`config.mk`:
```
export PLATFORM = sky130hd
export DESIGN_NAME = flash_sequencer
export DESIGN_NICKNAME = d
export VERILOG_FILES = /design/src/rtl/flash_sequencer.sv
export SDC_FILE = /design/constraint.sdc
export NUM_CORES = 1
export LEC_CHECK = 0
export BUFFER_PORTS_ARGS = -buffer_cell sky130_fd_sc_hd__buf_2
export CAP_MARGIN = 20
export CORE_MARGIN = 2
export CORE_UTILIZATION = 48
export DETAILED_ROUTE_END_ITERATION = 10
export PLACE_DENSITY = 0.79
export SLEW_MARGIN = 20
export SYNTH_ARGS = -nofsm -noshare
export SYNTH_HDL_FRONTEND = slang
export SYNTH_SLANG_ARGS = --single-unit
```
`constraint.sdc`:
```
create_clock -name clk -period 2.1 [get_ports clk]
set_clock_uncertainty 0.1 [all_clocks]
set_input_delay 0.42 -clock clk [delete_from_list [all_inputs] [get_ports clk]]
set_output_delay 0.42 -clock clk [all_outputs]
set_load 0.03 [all_outputs]
```
`src/rtl/flash_sequencer.sv`:
```
// ---------------------------------------------------------------------------
// flash_sequencer
//
// Plays the current colour sequence back on the LEDs, one colour at a time.
// It sits between the game FSM and the flash datapath. It steps the
// segment-array read index, gates the one-hot LED drive, programs the flash
// timer speed from the round length, and paces the lit and blank phases
// from the timer tick.
//
// Optional feature macro: FLASH_SEQ_REPLAY_EN
//   When defined, this adds a 'replay' input. Replay restarts playback using
//   the last latched length.
//
// Ports:
//   clk        in   system clock
//   reset_n    in   synchronous reset, active-low
//   start      in   begin playback (sampled only in IDLE)
//   abort      in   cancel playback, return to IDLE without done
//   replay     in   (FLASH_SEQ_REPLAY_EN only) replay last length
//   round_len  in   [5:0] number of colours to play, sampled at start
//   colour_i   in   [1:0] segment[seg_idx], combinational from segment array
//   tick       in   one-cycle pulse from the flash timer
//   seg_idx    out  [5:0] segment read index
//   disp_o     out  [3:0] one-hot LED drive, 0 when blank
//   speed      out  [2:0] timer speed code
//   load_speed out  one-cycle reload strobe to the timer
//   busy       out  high in every state but IDLE
//   done       out  one-cycle pulse when playback completes
// ---------------------------------------------------------------------------
module flash_sequencer #(
   parameter int MAX_LEN    = 33,
   parameter int ON_TICKS   = 2,
   parameter int OFF_TICKS  = 1,
   parameter int SPEED_STEP = 8,
   parameter int MAX_SPEED  = 4
) (
   input  logic       clk,
   input  logic       reset_n,
   input  logic       start,
   input  logic       abort,
`ifdef FLASH_SEQ_REPLAY_EN
   input  logic       replay,
`endif
   input  logic [5:0] round_len,
   input  logic [1:0] colour_i,
   input  logic       tick,
   output logic [5:0] seg_idx,
   output logic [3:0] disp_o,
   output logic [2:0] speed,
   output logic       load_speed,
   output logic       busy,
   output logic       done
);

   localparam logic [2:0] IDLE = 3'd0;
   localparam logic [2:0] LOAD = 3'd1;
   localparam logic [2:0] ON   = 3'd2;
   localparam logic [2:0] OFF  = 3'd3;
   localparam logic [2:0] FIN  = 3'd4;

   localparam int TICK_MAX = (ON_TICKS > OFF_TICKS) ? ON_TICKS : OFF_TICKS;
   localparam int CNT_W    = $clog2(TICK_MAX + 1);

   localparam logic [CNT_W-1:0] ON_LAST  = CNT_W'(ON_TICKS - 1);
   localparam logic [CNT_W-1:0] OFF_LAST = CNT_W'((OFF_TICKS > 0) ? OFF_TICKS - 1 : 0);
   localparam bit               HAS_GAP  = (OFF_TICKS > 0);

   localparam logic [5:0] LEN_CAP = 6'(MAX_LEN);
   localparam logic [5:0] STEP    = 6'(SPEED_STEP);
   localparam logic [5:0] SPD_CAP = 6'(MAX_SPEED);

   // Every SPEED_STEP colours raise the speed code by one level, up to a cap.
   // STEP is a constant divisor, so synthesis reduces this to a shift or a
   // small constant divider.
   function automatic logic [2:0] speed_of(input logic [5:0] len);
      logic [5:0] level;
      level = (len - 6'd1) / STEP;
      if (len == 6'd0)     return 3'd0;
      if (level > SPD_CAP) return SPD_CAP[2:0];
      return level[2:0];
   endfunction

   logic [2:0]       state_q, state_d;
   logic [CNT_W-1:0] cnt_q, cnt_d;
   logic [5:0]       len_q, len_d;
   logic [5:0]       idx_d;
   logic [2:0]       speed_d;
   logic [5:0]       sel_len;
   logic             go;
   logic             at_last;

   assign at_last = (seg_idx == len_q - 6'd1);

   always_comb begin
      // NOTE: every signal driven here gets a default first, so no branch can leave it unassigned and infer a latch.
      state_d = state_q;
      cnt_d   = cnt_q;
      len_d   = len_q;
      idx_d   = seg_idx;
      speed_d = speed;
      sel_len = (round_len > LEN_CAP) ? LEN_CAP : round_len;
      go      = start;
`ifdef FLASH_SEQ_REPLAY_EN
      // Replay reuses the last latched length. Start still wins over replay.
      if (!start && replay) begin
         sel_len = len_q;
         go      = 1'b1;
      end
`endif

      case (state_q)
         IDLE: begin
            if (go) begin
               len_d   = sel_len;
               speed_d = speed_of(sel_len);
               idx_d   = 6'd0;
               state_d = LOAD;
            end
         end
         LOAD: begin
            cnt_d   = '0;
            idx_d   = 6'd0;
            state_d = (len_q == 6'd0) ? FIN : ON;
         end
         ON: begin
            if (tick) begin
               if (cnt_q == ON_LAST) begin
                  cnt_d = '0;
                  if (HAS_GAP)      state_d = OFF;
                  else if (at_last) state_d = FIN;
                  else begin
                     idx_d   = seg_idx + 6'd1;
                     state_d = ON;
                  end
               end else begin
                  cnt_d = cnt_q + CNT_W'(1);
               end
            end
         end
         OFF: begin
            if (tick) begin
               if (cnt_q == OFF_LAST) begin
                  cnt_d = '0;
                  if (at_last) state_d = FIN;
                  else begin
                     idx_d   = seg_idx + 6'd1;
                     state_d = ON;
                  end
               end else begin
                  cnt_d = cnt_q + CNT_W'(1);
               end
            end
         end
         FIN:     state_d = IDLE;
         default: state_d = IDLE;
      endcase

      // Abort overrides tick and start everywhere except IDLE.
      if (abort && state_q != IDLE) begin
         state_d = IDLE;
         idx_d   = 6'd0;
         cnt_d   = '0;
      end
   end

   always_ff @(posedge clk) begin
      // NOTE: non-blocking assignments make every register sample pre-edge values, independent of statement order.
      if (!reset_n) begin
         state_q <= IDLE;
         cnt_q   <= '0;
         len_q   <= 6'd0;
         seg_idx <= 6'd0;
         speed   <= 3'd0;
         disp_o  <= 4'd0;
      end else begin
         state_q <= state_d;
         cnt_q   <= cnt_d;
         len_q   <= len_d;
         seg_idx <= idx_d;
         speed   <= speed_d;
         // Drive the colour only while staying in ON. This blanks the LEDs on
         // the edge that leaves ON for OFF, FIN or IDLE. With no gap, the
         // old colour is held for one cycle while the next index is read.
         disp_o  <= (state_q == ON && state_d == ON) ? (4'b0001 << colour_i) : 4'b0000;
      end
   end

   assign busy       = (state_q != IDLE);
   assign load_speed = (state_q == LOAD);
   assign done       = (state_q == FIN);

endmodule

```
### Word level (Yosys, flattened, before mapping)

Index checks and enable logic that the tools add are counted.

* register bits after elaboration: 24
* bits of input ports: 13
* output and inout bits: 16
* logic and storage cells: 71

* add/sub/neg operators: 4
* magnitude comparators: 2
* equal/unequal tests: 12
* shifts and indexed selects: 1
* multiplexer cells: 31
* bitwise gates (word level): 1
* reduce and logical (&&, ||, !) cells: 14

Operators with widths (number)
* 2-to-1 mux 3 bit: 12
* 2-to-1 mux 6 bit: 5
* one-hot mux 6 bit (3 select lines): 1
* zero test 6 bit: 2
* one-hot mux 3 bit (4 select lines): 1
* subtractor 6 x 1 -> 6 bit (second input constant): 2
* inequality test 2 bit (second input constant): 5
* == test 3 x 2 -> 1 bit (second input constant): 3
* nonzero test 3 bit: 3
* 2-to-1 mux 2 bit: 4
* 2-to-1 mux 1 bit: 7
* adder 6 x 1 -> 6 bit (second input constant): 1
* == test 6 bit: 1
* > comparator 6 bit (second input constant): 1
* one-hot mux 2 bit (3 select lines): 1
* AND reduction 5 bit: 1
* AND reduction 2 bit: 2
* << shifter 1 x 2 -> 4 bit (first input constant): 1
* == test 3 x 1 -> 1 bit (second input constant): 1
* == test 3 bit (second input constant): 1
* > comparator 3 bit (second input constant): 1
* zero test 3 bit: 1
* AND reduction 3 bit: 1
* adder 2 x 1 -> 2 bit (second input constant): 1
* 5 further kinds: 6

### Longest topological paths before layout

* word-level depth: 11
* gate-level depth with buffers: 8

### Worst setup path before layout

OpenSTA, ideal clock, no wires.

* path type: reg-to-reg
* start point: register len_q[0]
* end point: register seg_idx[2]
* setup time: 0.066 ns
* data arrival time: 1.908 ns
* required time: 1.934 ns
* setup slack: 0.026 ns
* stages on the path, launching flop included: 9
* path buffers: 0
* path through: dfxtp_1 -> inv_1 -> ha_1 -> xor2_1 -> a211o_1 -> a2111oi_4 -> a21oi_2 -> a21bo_1 -> a21oi_2

* cells in the longest elaborated chain, start to end: 4

Ends and longest elaborated chain
* start: declaration: line 85 `logic [5:0] len_q, len_d;`
* start signal: assignment: line 178 `len_q <= len_d;`
* subtractor 6 x 1 -> 6 bit: line 92 `assign at_last = (seg_idx == len_q - 6'd1);`
* == test 6 bit: line 92
* inequality test 2 bit (no line)
* AND reduction 5 bit (no line)
* end signal: assignment: line 179 `seg_idx <= idx_d;`
* end: declaration: line 47 `output logic [5:0] seg_idx,`

Every way passes these cells.
A chain may end at the register's enable or synchronous reset.

### Worst setup path in the final report

* start point: register len_q[0]
* end point: register seg_idx[4]

Same word-level chain as after synthesis.

==> impl_metrics.py <==
metrics = {
    "finish": {
        "filler_cell_count": 245,
        "multi_input_area_um2": 902.1,
        "finalNetCount": 220,
        "diodes": 0,
        "final_cells": 231,
        "layout-drive-gt1-share_pct": 28.50,
        "syn2layout_area_growth_pct": 24.48,
        "seq_area_um2": 483.0,
    },
    "timing": {
        "hold_viol": 0,
        "rsz0062_at_grt": "yes",
        "fin_crit_ns": 2.140,
        "slew_viol_final": 0,
        "setup_tns_ns": -0.04246,
        "fin_hold_ws_ns": 0.1785,
        "worst_pin_slew_ns": 0.5450,
        "finalSetupViolCount": 3,
        "slew-limit-headroom_pct": 63.67,
        "fmaxAchievable_ghz": 0.4673,
        "fin_crit_sh_pct": 101.9,
        "layout_setup_ws_ns": -0.04005,
    },
    "setup_path": {
        "worst_r2r_path_depth": 9,
        "reg2reg_to": "seg_idx[4]",
        "cp_max_fo": 8,
        "crit_path_end": "seg_idx[4]",
        "crit_type": "reg -> reg",
        "cp.arrival_ns": 2.28,
        "reg2reg_slack_ns": -0.04,
        "reg2reg_from": "len_q[0]",
        "startpoint": "len_q[0]",
        "critPathRequiredTime_ns": 2.24,
        "end_kind": "flop",
        "critPathLaunchType": "flop",
    },
    "grt": {
        "grt_pass1_vias": 1304,
        "grt_pass1_wl_mm": 5.547,
        "overflow": 0,
        "grt_use_total_pct": 21.33,
        "grt_start_max_net_pins": 14,
        "antenna_found_initial": 0,
    },
    "synth": {
        "synth_warnings": 0,
        "yosysTopAreaCellShare_pct": 35.07,
        "syn_nets": 183,
        "ys_types": 43,
        "ys_seq_area_share_pct": 35.07,
        "avgSynthCellArea_um2": 8.354,
        "ys_seq_elements": 24,
        "synth_edf_count": 0,
        "synthFlopType": "dfxtp_1",
        "synth_area_leaders": "dfxtp_1 (35%), ha_1 (5.5%), nand2_1 (5.5%)",
        "ys_top_cells_by_count": "dfxtp_1 (24), nand2_1 (20), nor2_1 (11), a21oi_1 (9)",
        "syn_area_um2": 1370,
        "synth_most_common_cell": "dfxtp_1",
        "async_reset_ff_share_pct": 0,
        "synthCells": 164,
        "synth_top_cell_by_area": "dfxtp_1",
    },
    "route": {
        "drt_iter0_drc": 32,
        "vias_per_cell": 5.753,
        "routedWlPerCell_um": 14.29,
        "wl_mm": 3.300,
        "drc": 0,
        "vias": 1329,
        "drt_pass1_iterations": 4,
        "drt.antenna.violating_nets": 0,
    },
    "pwr": {
        "cellLeakagePower_uw": 0.0007355,
        "powerDensity_nw_per_um2": 660.9,
        "ir_drop_v": 0.0004276,
    },
    "hold_path": {
        "hold_class": "in -> reg",
    },
    "run_status": {
        "status": "finished, violations left",
        "violations": "setup timing",
    },
    "place": {
        "place.gp.congestion": 0.8361,
        "dp_cells": 223,
        "dp_hpwl_mm": 2.370,
        "io_buffers": 28,
    },
    "die": {
        "dieHeight_um": 57.43,
        "io-pin-count": 29,
        "rows": 19,
        "die_x_um": 57.43,
        "core_um2": 2734,
        "die_area_um2": 3298,
        "initial_utilization_pct": 50.11,
    },
    "clocking": {
        "clk-insertion-delay-late_ns": 0.31,
        "cts_buffers": 3,
        "cts_tree": "yes",
        "hold_buffers": 0,
        "path_clk_slew_ns": 0.14,
        "clock_path_buffers": 2,
        "cts_root_buffer": "clkbuf_4",
        "htreeDepth": 1,
        "clock_sinks": 24,
    },
    "run": {
        "maxCapViolations": 0,
    },
}
==> through the flow <==
| step | setup slack [ns] | cell area [µm²] | total power (µW) | util, % |
|---|---|---|---|---|
| 2_1_floorplan | 0.02611 | 1370 | 752.7 | - |
| 3_3_place_gp | 0.06450 | 1570 | 830.6 | 57.44 |
| 3_5_place_dp | -0.09841 | 1570 | 846.3 | 57.44 |
| 4_1_cts | -0.01936 | 1693 | 1118 | 61.92 |
| 5_1_grt | -0.1121 | 1705 | 1194 | 62.38 |
| 6_report | -0.04005 | 1705 | 1127 | 62.38 |
==> routing by layer <==
metal	wire length (µm)	vias up	GRT usage [%]	part of all wire, %
met2	1753	30	39.29	53
li1	-	656	-	-
met3	89	10	2.721	2.7
met1	1398	633	24.33	42
met5	0	-	0	0
met4	59	0	9.302	1.8
==> flip-flops by register name, indices dropped and copies added, names as in the netlist <==
register	count
seg_idx	6
disp_o	4
len_q	6
state_q	3
speed	3
cnt_q	2
==> power by group <==
part           internal [µW]  switching, µW
combinational            148            220
sequential               483           31.4
clock                    106            139
==> critical path: stages, from the launching register on <==
cell	delay (ns)
dfxtp_2	0.38
inv_2	0.06
ha_4	0.16
xor2_2	0.15
a211o_1	0.27
a2111oi_4	0.33
buf_4	0.19
a21oi_4	0.08
nand4_1	0.15
mux2i_1	0.20
==> area by class of cell <==
class	instances	area share, %
tap	31	2.274
multi-input combinational	127	52.90
inverter	7	1.541
clock buffer	4	2.128
timing repair buffer	38	12.84
sequential	24	28.32
==> timing repair <==
action,in CTS,in global routing
gates resized for setup,14,1
cloned,0,0
setup buffers,3,1
pin swaps,8,3
endpoints found under the setup margin,5,7
==> logic make-up (layout without fill, tap and decap cells) <==
group	count (synthesis)	in the layout	share of synthesized area [%]
xor+xnor	10	10	6.393
mux	3	3	2.192
fa+ha+maj	6	6	5.479
buf+inv	13	49	3.653
flops	24	24	35.07
compound gates	35	35	18.72
simple gates	73	73	28.49
==> layout by cell type, fill, tap and decap left out, drive strengths merged, types with 4 or more instances in the layout <==
cell type	netlist	layout
a21boi	6	6
a21oi	11	11
buf	1	38
clkbuf	5	4
dfxtp	24	24
ha	6	6
inv	7	7
nand2	20	20
nand3	4	4
nand3b	4	4
nor2	11	11
nor3	7	7
nor3b	5	5
o21ai	6	6
xnor2	7	7
==> worst min-delay path by stage <==
stage / slack, ns / start / depth (start not counted) / endpoint
finish: 0.18 / colour_i[0] / 2 / disp_o[2]
global route: 0.17 / colour_i[1] / 2 / disp_o[0]
CTS: 0.18 / colour_i[0] / 2 / disp_o[2]
detailed placement: 0.36 / speed[2] / 2 / speed[2]
global placement: 0.35 / speed[2] / 2 / speed[2]
floorplan: 0.36 / len_q[1] / 2 / len_q[1]
No activity file was read; power rests on OpenSTA's default activity.
